File: src/rtl/mem_access_ctrl_if.sv
// ----------------------------------------------------------------------------
// mem_access_ctrl_if
// Groups the three handshake/bus sides of the load/store sequencer:
//   request  : req_valid, req_ready, req_write, req_size, req_signed,
//              req_addr, req_wdata
//   response : resp_valid, resp_ready, resp_rdata, resp_exc, resp_exc_code,
//              bad_vaddr
//   data bus : mem_en, mem_we, mem_addr, mem_wdata, mem_ack, mem_rdata
// Modports:
//   slave  - the controller's view (takes requests, drives response and bus)
//   master - the environment's view (pipeline MEM stage plus memory)
// ----------------------------------------------------------------------------
interface mem_access_ctrl_if #(
  parameter int WIDTH = 32
);
  logic             req_valid;
  logic             req_ready;
  logic             req_write;
  logic [1:0]       req_size;
  logic             req_signed;
  logic [WIDTH-1:0] req_addr;
  logic [WIDTH-1:0] req_wdata;

  logic             resp_valid;
  logic             resp_ready;
  logic [WIDTH-1:0] resp_rdata;
  logic             resp_exc;
  logic [4:0]       resp_exc_code;
  logic [WIDTH-1:0] bad_vaddr;

  logic             mem_en;
  logic [3:0]       mem_we;
  logic [WIDTH-1:0] mem_addr;
  logic [WIDTH-1:0] mem_wdata;
  logic             mem_ack;
  logic [WIDTH-1:0] mem_rdata;

  modport slave (
    input  req_valid, req_write, req_size, req_signed, req_addr, req_wdata,
    input  resp_ready, mem_ack, mem_rdata,
    output req_ready, resp_valid, resp_rdata, resp_exc, resp_exc_code,
    output bad_vaddr, mem_en, mem_we, mem_addr, mem_wdata
  );

  modport master (
    output req_valid, req_write, req_size, req_signed, req_addr, req_wdata,
    output resp_ready, mem_ack, mem_rdata,
    input  req_ready, resp_valid, resp_rdata, resp_exc, resp_exc_code,
    input  bad_vaddr, mem_en, mem_we, mem_addr, mem_wdata
  );
endinterface

File: src/rtl/mem_access_ctrl.sv
// ----------------------------------------------------------------------------
// mem_access_ctrl
// Load/store sequencer between the MEM stage and the data-memory bus.
// Each accepted request is alignment-checked; a misaligned or reserved-size
// request answers with an address-error exception, otherwise one bus
// transaction runs (byte enables, lane-replicated store data, shifted and
// extended load data). Exactly one response per request.
// Ports:
//   clk   - rising-edge clock
//   reset - synchronous active-high reset
//   bus   - mem_access_ctrl_if.slave (request, response and memory bus)
// Optional feature macro: MEM_ACCESS_CTRL_TIMEOUT_EN
//   When defined, a BUS wait of MAX_WAIT cycles without mem_ack ends the
//   access with exception EXC_DBE. When undefined, BUS waits indefinitely.
// ----------------------------------------------------------------------------
module mem_access_ctrl #(
  parameter int WIDTH    = 32,
  parameter int EXC_ADEL = 4,
  parameter int EXC_ADES = 5,
  parameter int EXC_DBE  = 7,
  parameter int MAX_WAIT = 16
) (
  input  logic             clk,
  input  logic             reset,
  mem_access_ctrl_if.slave bus
);

  // Byte-lane logic is hard-wired for four lanes; refuse anything else.
  if (WIDTH != 32 || EXC_ADEL > 31 || EXC_ADES > 31 || EXC_DBE > 31 || MAX_WAIT < 1)
  begin : g_cfg_check
    $error("mem_access_ctrl: unsupported parameter set");
  end

  localparam logic [4:0] ADEL_C = 5'(EXC_ADEL);
  localparam logic [4:0] ADES_C = 5'(EXC_ADES);

  typedef enum logic [1:0] {
    IDLE = 2'd0,
    BUS  = 2'd1,
    RESP = 2'd2
  } state_e;

  state_e state_q, state_d;

  // latched request fields
  logic             write_q, write_d;
  logic [1:0]       size_q, size_d;
  logic             signed_q, signed_d;
  logic [1:0]       addr_lo_q, addr_lo_d;

  // registered outputs
  logic             req_ready_q, req_ready_d;
  logic             resp_valid_q, resp_valid_d;
  logic [WIDTH-1:0] resp_rdata_q, resp_rdata_d;
  logic             resp_exc_q, resp_exc_d;
  logic [4:0]       resp_exc_code_q, resp_exc_code_d;
  logic [WIDTH-1:0] bad_vaddr_q, bad_vaddr_d;
  logic             mem_en_q, mem_en_d;
  logic [3:0]       mem_we_q, mem_we_d;
  logic [WIDTH-1:0] mem_addr_q, mem_addr_d;
  logic [WIDTH-1:0] mem_wdata_q, mem_wdata_d;

  logic             aligned_s;
  logic [3:0]       be_s;
  logic [WIDTH-1:0] wdata_rep_s;
  logic [WIDTH-1:0] load_shift_s;
  logic [WIDTH-1:0] load_ext_s;
  logic             timeout_s;

`ifdef MEM_ACCESS_CTRL_TIMEOUT_EN
  localparam int         CNT_W     = $clog2(MAX_WAIT + 1);
  localparam logic [CNT_W-1:0] WAIT_LAST = CNT_W'(MAX_WAIT - 1);
  logic [CNT_W-1:0] wait_cnt_q, wait_cnt_d;

  // Timeout fires at the end of the MAX_WAIT-th ack-less BUS cycle; an ack
  // in that same cycle takes priority.
  assign timeout_s = (state_q == BUS) && !bus.mem_ack && (wait_cnt_q == WAIT_LAST);

  // Wait counter next value: clear on BUS entry, count ack-less BUS cycles.
  always_comb begin
    wait_cnt_d = wait_cnt_q;
    if (state_q != BUS) begin
      wait_cnt_d = '0;
    end else if (!bus.mem_ack) begin
      wait_cnt_d = wait_cnt_q + CNT_W'(1);
    end else begin
      wait_cnt_d = wait_cnt_q;
    end
  end

  // Wait counter register.
  always_ff @(posedge clk) begin
    if (reset) begin
      wait_cnt_q <= '0;
    end else begin
      wait_cnt_q <= wait_cnt_d;
    end
  end
`else
  assign timeout_s = 1'b0;
`endif

  // Request decode: alignment, byte enables and store-lane replication.
  always_comb begin
    aligned_s   = 1'b0;
    be_s        = 4'b1111;
    wdata_rep_s = bus.req_wdata;
    case (bus.req_size)
      2'b00: begin
        aligned_s   = 1'b1;
        be_s        = 4'b0001 << bus.req_addr[1:0];
        wdata_rep_s = {4{bus.req_wdata[7:0]}};
      end
      2'b01: begin
        aligned_s   = (bus.req_addr[0] == 1'b0);
        be_s        = 4'b0011 << bus.req_addr[1:0];
        wdata_rep_s = {2{bus.req_wdata[15:0]}};
      end
      2'b10: begin
        aligned_s   = (bus.req_addr[1:0] == 2'b00);
        be_s        = 4'b1111;
        wdata_rep_s = bus.req_wdata;
      end
      default: begin
        aligned_s   = 1'b0;
        be_s        = 4'b0000;
        wdata_rep_s = bus.req_wdata;
      end
    endcase
  end

  assign load_shift_s = bus.mem_rdata >> {addr_lo_q, 3'b000};

  // Load data extraction and sign/zero extension from the shifted word.
  always_comb begin
    load_ext_s = load_shift_s;
    case (size_q)
      2'b00: begin
        if (signed_q) begin
          load_ext_s = {{24{load_shift_s[7]}}, load_shift_s[7:0]};
        end else begin
          load_ext_s = {24'd0, load_shift_s[7:0]};
        end
      end
      2'b01: begin
        if (signed_q) begin
          load_ext_s = {{16{load_shift_s[15]}}, load_shift_s[15:0]};
        end else begin
          load_ext_s = {16'd0, load_shift_s[15:0]};
        end
      end
      default: load_ext_s = load_shift_s;
    endcase
  end

  // Next-state logic.
  always_comb begin
    state_d = state_q;
    case (state_q)
      IDLE: begin
        if (bus.req_valid) begin
          state_d = aligned_s ? BUS : RESP;
        end else begin
          state_d = IDLE;
        end
      end
      BUS: begin
        if (bus.mem_ack || timeout_s) begin
          state_d = RESP;
        end else begin
          state_d = BUS;
        end
      end
      RESP: begin
        if (bus.resp_ready) begin
          state_d = IDLE;
        end else begin
          state_d = RESP;
        end
      end
      default: state_d = IDLE;
    endcase
  end

  // Output/datapath next values; handshake flags follow the next state so
  // they are registered in step with it.
  always_comb begin
    write_d         = write_q;
    size_d          = size_q;
    signed_d        = signed_q;
    addr_lo_d       = addr_lo_q;
    resp_rdata_d    = resp_rdata_q;
    resp_exc_d      = resp_exc_q;
    resp_exc_code_d = resp_exc_code_q;
    bad_vaddr_d     = bad_vaddr_q;
    mem_we_d        = mem_we_q;
    mem_addr_d      = mem_addr_q;
    mem_wdata_d     = mem_wdata_q;
    req_ready_d     = (state_d == IDLE);
    resp_valid_d    = (state_d == RESP);
    mem_en_d        = (state_d == BUS);
    case (state_q)
      IDLE: begin
        if (bus.req_valid) begin
          write_d   = bus.req_write;
          size_d    = bus.req_size;
          signed_d  = bus.req_signed;
          addr_lo_d = bus.req_addr[1:0];
          if (aligned_s) begin
            mem_addr_d  = {bus.req_addr[WIDTH-1:2], 2'b00};
            mem_we_d    = bus.req_write ? be_s : 4'b0000;
            mem_wdata_d = wdata_rep_s;
          end else begin
            resp_rdata_d    = '0;
            resp_exc_d      = 1'b1;
            resp_exc_code_d = bus.req_write ? ADES_C : ADEL_C;
            bad_vaddr_d     = bus.req_addr;
          end
        end else begin
          write_d = write_q;
        end
      end
      BUS: begin
        if (bus.mem_ack) begin
          resp_rdata_d    = write_q ? '0 : load_ext_s;
          resp_exc_d      = 1'b0;
          resp_exc_code_d = 5'd0;
        end else if (timeout_s) begin
          resp_rdata_d    = '0;
          resp_exc_d      = 1'b1;
`ifdef MEM_ACCESS_CTRL_TIMEOUT_EN
          resp_exc_code_d = 5'(EXC_DBE);
`else
          resp_exc_code_d = resp_exc_code_q;
`endif
          bad_vaddr_d     = {mem_addr_q[WIDTH-1:2], addr_lo_q};
        end else begin
          resp_rdata_d = resp_rdata_q;
        end
      end
      default: begin
        resp_rdata_d = resp_rdata_q;
      end
    endcase
  end

  // State register.
  always_ff @(posedge clk) begin
    if (reset) begin
      state_q <= IDLE;
    end else begin
      state_q <= state_d;
    end
  end

  // Latched request and registered outputs.
  always_ff @(posedge clk) begin
    if (reset) begin
      write_q         <= 1'b0;
      size_q          <= 2'b00;
      signed_q        <= 1'b0;
      addr_lo_q       <= 2'b00;
      req_ready_q     <= 1'b1;
      resp_valid_q    <= 1'b0;
      resp_rdata_q    <= '0;
      resp_exc_q      <= 1'b0;
      resp_exc_code_q <= 5'd0;
      bad_vaddr_q     <= '0;
      mem_en_q        <= 1'b0;
      mem_we_q        <= 4'b0000;
      mem_addr_q      <= '0;
      mem_wdata_q     <= '0;
    end else begin
      write_q         <= write_d;
      size_q          <= size_d;
      signed_q        <= signed_d;
      addr_lo_q       <= addr_lo_d;
      req_ready_q     <= req_ready_d;
      resp_valid_q    <= resp_valid_d;
      resp_rdata_q    <= resp_rdata_d;
      resp_exc_q      <= resp_exc_d;
      resp_exc_code_q <= resp_exc_code_d;
      bad_vaddr_q     <= bad_vaddr_d;
      mem_en_q        <= mem_en_d;
      mem_we_q        <= mem_we_d;
      mem_addr_q      <= mem_addr_d;
      mem_wdata_q     <= mem_wdata_d;
    end
  end

  assign bus.req_ready     = req_ready_q;
  assign bus.resp_valid    = resp_valid_q;
  assign bus.resp_rdata    = resp_rdata_q;
  assign bus.resp_exc      = resp_exc_q;
  assign bus.resp_exc_code = resp_exc_code_q;
  assign bus.bad_vaddr     = bad_vaddr_q;
  assign bus.mem_en        = mem_en_q;
  assign bus.mem_we        = mem_we_q;
  assign bus.mem_addr      = mem_addr_q;
  assign bus.mem_wdata     = mem_wdata_q;

endmodule

File: src/flat_wrapper.sv
// flat-port wrapper written by rule: the top's interface ports become plain ports
module mem_access_ctrl_flat 
#(
  parameter int WIDTH    = 32,
  parameter int EXC_ADEL = 4,
  parameter int EXC_ADES = 5,
  parameter int EXC_DBE  = 7,
  parameter int MAX_WAIT = 16
)
  (clk, reset, bus_req_valid, bus_req_write, bus_req_size, bus_req_signed, bus_req_addr, bus_req_wdata, bus_resp_ready, bus_mem_ack, bus_mem_rdata, bus_req_ready, bus_resp_valid, bus_resp_rdata, bus_resp_exc, bus_resp_exc_code, bus_bad_vaddr, bus_mem_en, bus_mem_we, bus_mem_addr, bus_mem_wdata);
  mem_access_ctrl_if #(.WIDTH(WIDTH)) bus_i ();
  input  logic clk;
  input  logic reset;
  input wire logic [$bits(bus_i.req_valid)-1:0] bus_req_valid;
  input wire logic [$bits(bus_i.req_write)-1:0] bus_req_write;
  input wire logic [$bits(bus_i.req_size)-1:0] bus_req_size;
  input wire logic [$bits(bus_i.req_signed)-1:0] bus_req_signed;
  input wire logic [$bits(bus_i.req_addr)-1:0] bus_req_addr;
  input wire logic [$bits(bus_i.req_wdata)-1:0] bus_req_wdata;
  input wire logic [$bits(bus_i.resp_ready)-1:0] bus_resp_ready;
  input wire logic [$bits(bus_i.mem_ack)-1:0] bus_mem_ack;
  input wire logic [$bits(bus_i.mem_rdata)-1:0] bus_mem_rdata;
  output wire logic [$bits(bus_i.req_ready)-1:0] bus_req_ready;
  output wire logic [$bits(bus_i.resp_valid)-1:0] bus_resp_valid;
  output wire logic [$bits(bus_i.resp_rdata)-1:0] bus_resp_rdata;
  output wire logic [$bits(bus_i.resp_exc)-1:0] bus_resp_exc;
  output wire logic [$bits(bus_i.resp_exc_code)-1:0] bus_resp_exc_code;
  output wire logic [$bits(bus_i.bad_vaddr)-1:0] bus_bad_vaddr;
  output wire logic [$bits(bus_i.mem_en)-1:0] bus_mem_en;
  output wire logic [$bits(bus_i.mem_we)-1:0] bus_mem_we;
  output wire logic [$bits(bus_i.mem_addr)-1:0] bus_mem_addr;
  output wire logic [$bits(bus_i.mem_wdata)-1:0] bus_mem_wdata;
  assign bus_i.req_valid = bus_req_valid;
  assign bus_i.req_write = bus_req_write;
  assign bus_i.req_size = bus_req_size;
  assign bus_i.req_signed = bus_req_signed;
  assign bus_i.req_addr = bus_req_addr;
  assign bus_i.req_wdata = bus_req_wdata;
  assign bus_i.resp_ready = bus_resp_ready;
  assign bus_i.mem_ack = bus_mem_ack;
  assign bus_i.mem_rdata = bus_mem_rdata;
  assign bus_req_ready = bus_i.req_ready;
  assign bus_resp_valid = bus_i.resp_valid;
  assign bus_resp_rdata = bus_i.resp_rdata;
  assign bus_resp_exc = bus_i.resp_exc;
  assign bus_resp_exc_code = bus_i.resp_exc_code;
  assign bus_bad_vaddr = bus_i.bad_vaddr;
  assign bus_mem_en = bus_i.mem_en;
  assign bus_mem_we = bus_i.mem_we;
  assign bus_mem_addr = bus_i.mem_addr;
  assign bus_mem_wdata = bus_i.mem_wdata;
  mem_access_ctrl #(.WIDTH(WIDTH), .EXC_ADEL(EXC_ADEL), .EXC_ADES(EXC_ADES), .EXC_DBE(EXC_DBE), .MAX_WAIT(MAX_WAIT)) u_core (.clk(clk), .reset(reset), .bus(bus_i));
endmodule
File: config.mk
export PLATFORM = sky130hd
export DESIGN_NAME = mem_access_ctrl_flat
export DESIGN_NICKNAME = d
export VERILOG_FILES = /design/src/rtl/mem_access_ctrl_if.sv /design/src/rtl/mem_access_ctrl.sv /design/src/flat_wrapper.sv
export SDC_FILE = /design/constraint.sdc
export NUM_CORES = 1
export LEC_CHECK = 0
export CORE_MARGIN = 4
export CORE_UTILIZATION = 39
export CTS_BUF_LIST = sky130_fd_sc_hd__clkbuf_16
export DETAILED_ROUTE_END_ITERATION = 10
export PLACE_DENSITY = 0.77
export SLEW_MARGIN = 20
export SYNTH_ARGS = -nofsm -noshare
export SYNTH_HDL_FRONTEND = slang
export SYNTH_SLANG_ARGS = --single-unit
File: constraint.sdc
create_clock -name clk -period 1.56 [get_ports clk]
set_input_delay 0.312 -clock clk [delete_from_list [all_inputs] [get_ports clk]]
set_output_delay 0.312 -clock clk [all_outputs]
set_load 0.005 [all_outputs]
==> results.toml <==
[outcome]
run_status = "finished, final reports clean"

[sta]
unrepaired_setup_endpoints_after_global_routing = "yes"
timing.final.crit_period_ns = 1.54
fin_tns_setup_ns = 0
fin_clk_skew_ns = 0.00505
hold_violations = 0
tightestPinTransition_ns = 0.547
final.period_utilization_pct = 98.5
timing.final.setup_violations = 0
timing.final.ws_setup_ns = 0.0233
fin_worst_hold_slack_ns = 0.390
max_clock_freq_ghz = 0.651
final_number_of_max_transition_violations = 0
relSlewSlack_pct = 63.5

[yosys]
async_flop_share_pct = 0
synth-edff-count = 0
synth-seq-area-share_pct = 47.6
syn-cell-area_mm2 = 0.00602
synthesis.area_per_instance_um2 = 8.31
synth_cell_type_count = 45
synthesis.instances = 724
post_synth_most_frequent_cells = "sky130_fd_sc_hd__nand2_1, sky130_fd_sc_hd__dfxtp_1, sky130_fd_sc_hd__a21oi_1"
netlist_top_cells_area = "sky130_fd_sc_hd__dfxtp_1, sky130_fd_sc_hd__nand2_1, sky130_fd_sc_hd__a21oi_1"
synth.ff_latch_count = 143
post-synth-top-count-cell = "sky130_fd_sc_hd__nand2_1"
synth.top_cell.area_share_pct = 47.6
yosys_warnings = 0
yosysTopAreaCell = "sky130_fd_sc_hd__dfxtp_1"
yosys_most_used_dff = "sky130_fd_sc_hd__dfxtp_1"

[clock_network]
numCtsBuffers = 17
tritoncts = "yes"
htree_levels = 4
clkSinkCount = 143
path_clk_slew_ns = 0.06
clockBufferDepth = 2
clock_tree.root_cell = "sky130_fd_sc_hd__clkbuf_16"
clk_latency_ns = 0.42

[die]
fp.dieH_um = 132
die_area_mm2 = 0.0175
floorplan.die.width_um = 132
rows = 45
floorplan.initialDensity_pct = 39.7
top_level_ports = 246
placeableCoreArea_mm2 = 0.0151

[job]
maxCapViolations = 0

[critical_path]
timing.reg2reg.setup_slack_ns = 0.02
crit_fanout = 8
worstSetupPathType = "flip-flop to flip-flop"
worst_setup_path_end_kind = "flip-flop"
r2r_cells = 6
critPathRequiredTime_ns = 1.89
timing.critical_path.from_type = "flip-flop"
cp.arrival_ns = 1.86

[placement]
place_inst = 1147
gp_congestion = 0.868
place.detailed.hpwl_um = 14000
dpl_worst_slack_ns = -0.537
io_buffers = 240

[route]
detail_route.wl_per_cell_um = 16.8
detail_route.first_pass.iterations = 5
detail-route-antenna-nets = 0
routed_wl_um = 20000
drc = 0
initialDrtViolationCount = 300
drt-vias-per-instance = 5.13
via_count = 6098

[power]
power_density_mw_per_mm2 = 989
total_leakage_power_uw = 0.00422
vdd_ir_drop_max_v = 0.000697

[global_routing]
gr-usage-all-layers_pct = 21.7
gr-total-overflow = 0
first_global_vias = 5808
grt_first_pass_wirelength_um = 30600
maximum_number_of_pins_on_one_net_before_global_route_repair = 69
initial_antenna_violation_count = 1

[cells_and_area]
num_antenna_cells = 0
seqCellArea_mm2 = 0.00289
multi_input_area_mm2 = 0.00298
number_of_nets_in_the_layout = 1095
final_layout_size_suffix_gt1_share_pct = 15.9
layout-area-overhead-vs-synth_pct = 59.7
fillerInstances = 1385
fin_cells = 1189
final_core_utilization_pct = 63.4

[min_path]
hold_path_depth = 3
min-delay-path-class = "input pin to flip-flop"
==> layout make-up <==
class,instances,share of cell area [%]
timing repair buffer,309,30.7
clock inverter,13,1.32
sequential,143,30.1
tap,188,2.45
multi-input combinational,519,31.0
clock buffer,17,4.43
==> layer usage <==
| layer | up-vias | global-route usage (%) | share of wire [%] | routed length (µm) |
|---|---|---|---|---|
| li1 | 3008 | - | - | - |
| met1 | 2856 | 25.8 | 40 | 8030 |
| met2 | 203 | 37.1 | 50 | 10000 |
| met3 | 29 | 7.18 | 7.7 | 1550 |
| met4 | 2 | 7.04 | 2.0 | 393 |
| met5 | - | 0 | 0.065 | 13 |
==> timing repair <==
item	4_1_cts	5_1_grt
hold buffers	0	0
endpoints found under the setup margin	227	94
gates cloned	2	3
setup buffers	6	4
pin swaps	3	6
gates resized for setup	162	27
hold endpoints to repair	0	0
==> stage by stage <==
step,total power (µW),area [µm²]
2_1_floorplan,4800,6140
3_3_place_gp,5720,8940
3_5_place_dp,5750,8940
4_1_cts,9540,9470
5_1_grt,9900,9610
6_report,9500,9610
==> cell usage in the layout, fill, tap and decap left out, types with 9 or more instances in the layout <==
master and count:
sky130_fd_sc_hd__o211ai_1 11, sky130_fd_sc_hd__nor2_1 28, sky130_fd_sc_hd__buf_4 51, sky130_fd_sc_hd__mux2i_1 37, sky130_fd_sc_hd__a21oi_1 89, sky130_fd_sc_hd__dfxtp_2 14
sky130_fd_sc_hd__nand3b_1 9, sky130_fd_sc_hd__nand2_1 211, sky130_fd_sc_hd__nor2b_1 10, sky130_fd_sc_hd__clkdlybuf4s50_1 99, sky130_fd_sc_hd__o21ai_0 25, sky130_fd_sc_hd__clkbuf_16 20
sky130_fd_sc_hd__buf_12 11, sky130_fd_sc_hd__dfxtp_1 127, sky130_fd_sc_hd__dlygate4sd2_1 138
==> final timing paths <==
| kind | from | end |
|---|---|---|
| min reg2reg | u_core.bus.bad_vaddr[25]$_SDFFE_PP0P_ | u_core.bus.bad_vaddr[25]$_SDFFE_PP0P_ |
| max | u_core.state_q[1]$_SDFF_PP0_ | u_core.bus.mem_wdata[10]$_SDFFE_PP0P_ |
| min | reset | u_core.addr_lo_q[1]$_SDFFE_PP0P_ |
| max reg2reg | u_core.state_q[1]$_SDFF_PP0_ | u_core.bus.mem_wdata[10]$_SDFFE_PP0P_ |
==> power breakdown <==
group | switching [µW] | leakage, µW | internal, µW | total [µW]
clock network | 1530 | 0.000267 | 2310 | 3840
registers | 109 | 0.00117 | 3850 | 3950
logic | 811 | 0.00278 | 899 | 1710
==> sequential cells by signal, indices dropped and copies added (netlist names) <==
signal	count
u_core.bus.mem_we	4
u_core.bus.resp_rdata	32
u_core.size_q	2
u_core.bus.mem_wdata	32
u_core.addr_lo_q	2
u_core.bus.resp_exc_code	2
u_core.bus.req_ready	1
u_core.bus.bad_vaddr	32
u_core.signed_q	1
u_core.bus.mem_addr	30
u_core.write_q	1
u_core.bus.mem_en	1
u_core.state_q	2
u_core.bus.resp_valid	1
==> cells by family (layout without fill, tap and decap cells) <==
group	count (synthesis)	count (layout)	share of synthesized area (%)
AO/OA/AOI/OAI	189	189	19.8
buffers and inverters	66	339	5.76
flip-flops	143	143	47.6
multiplexers	39	39	6.69
other	1	5	0.0623
AND/OR/NAND/NOR	286	286	20.1
==> critical path: stages (launching register included) <==
cell	delay [ns]
sky130_fd_sc_hd__dfxtp_4	0.36
sky130_fd_sc_hd__nor3b_4	0.23
sky130_fd_sc_hd__a21boi_4	0.32
sky130_fd_sc_hd__buf_12	0.18
sky130_fd_sc_hd__buf_12	0.12
sky130_fd_sc_hd__nor2_2	0.04
sky130_fd_sc_hd__a311oi_2	0.19
Note: power is estimated with default switching activity, not from simulation.
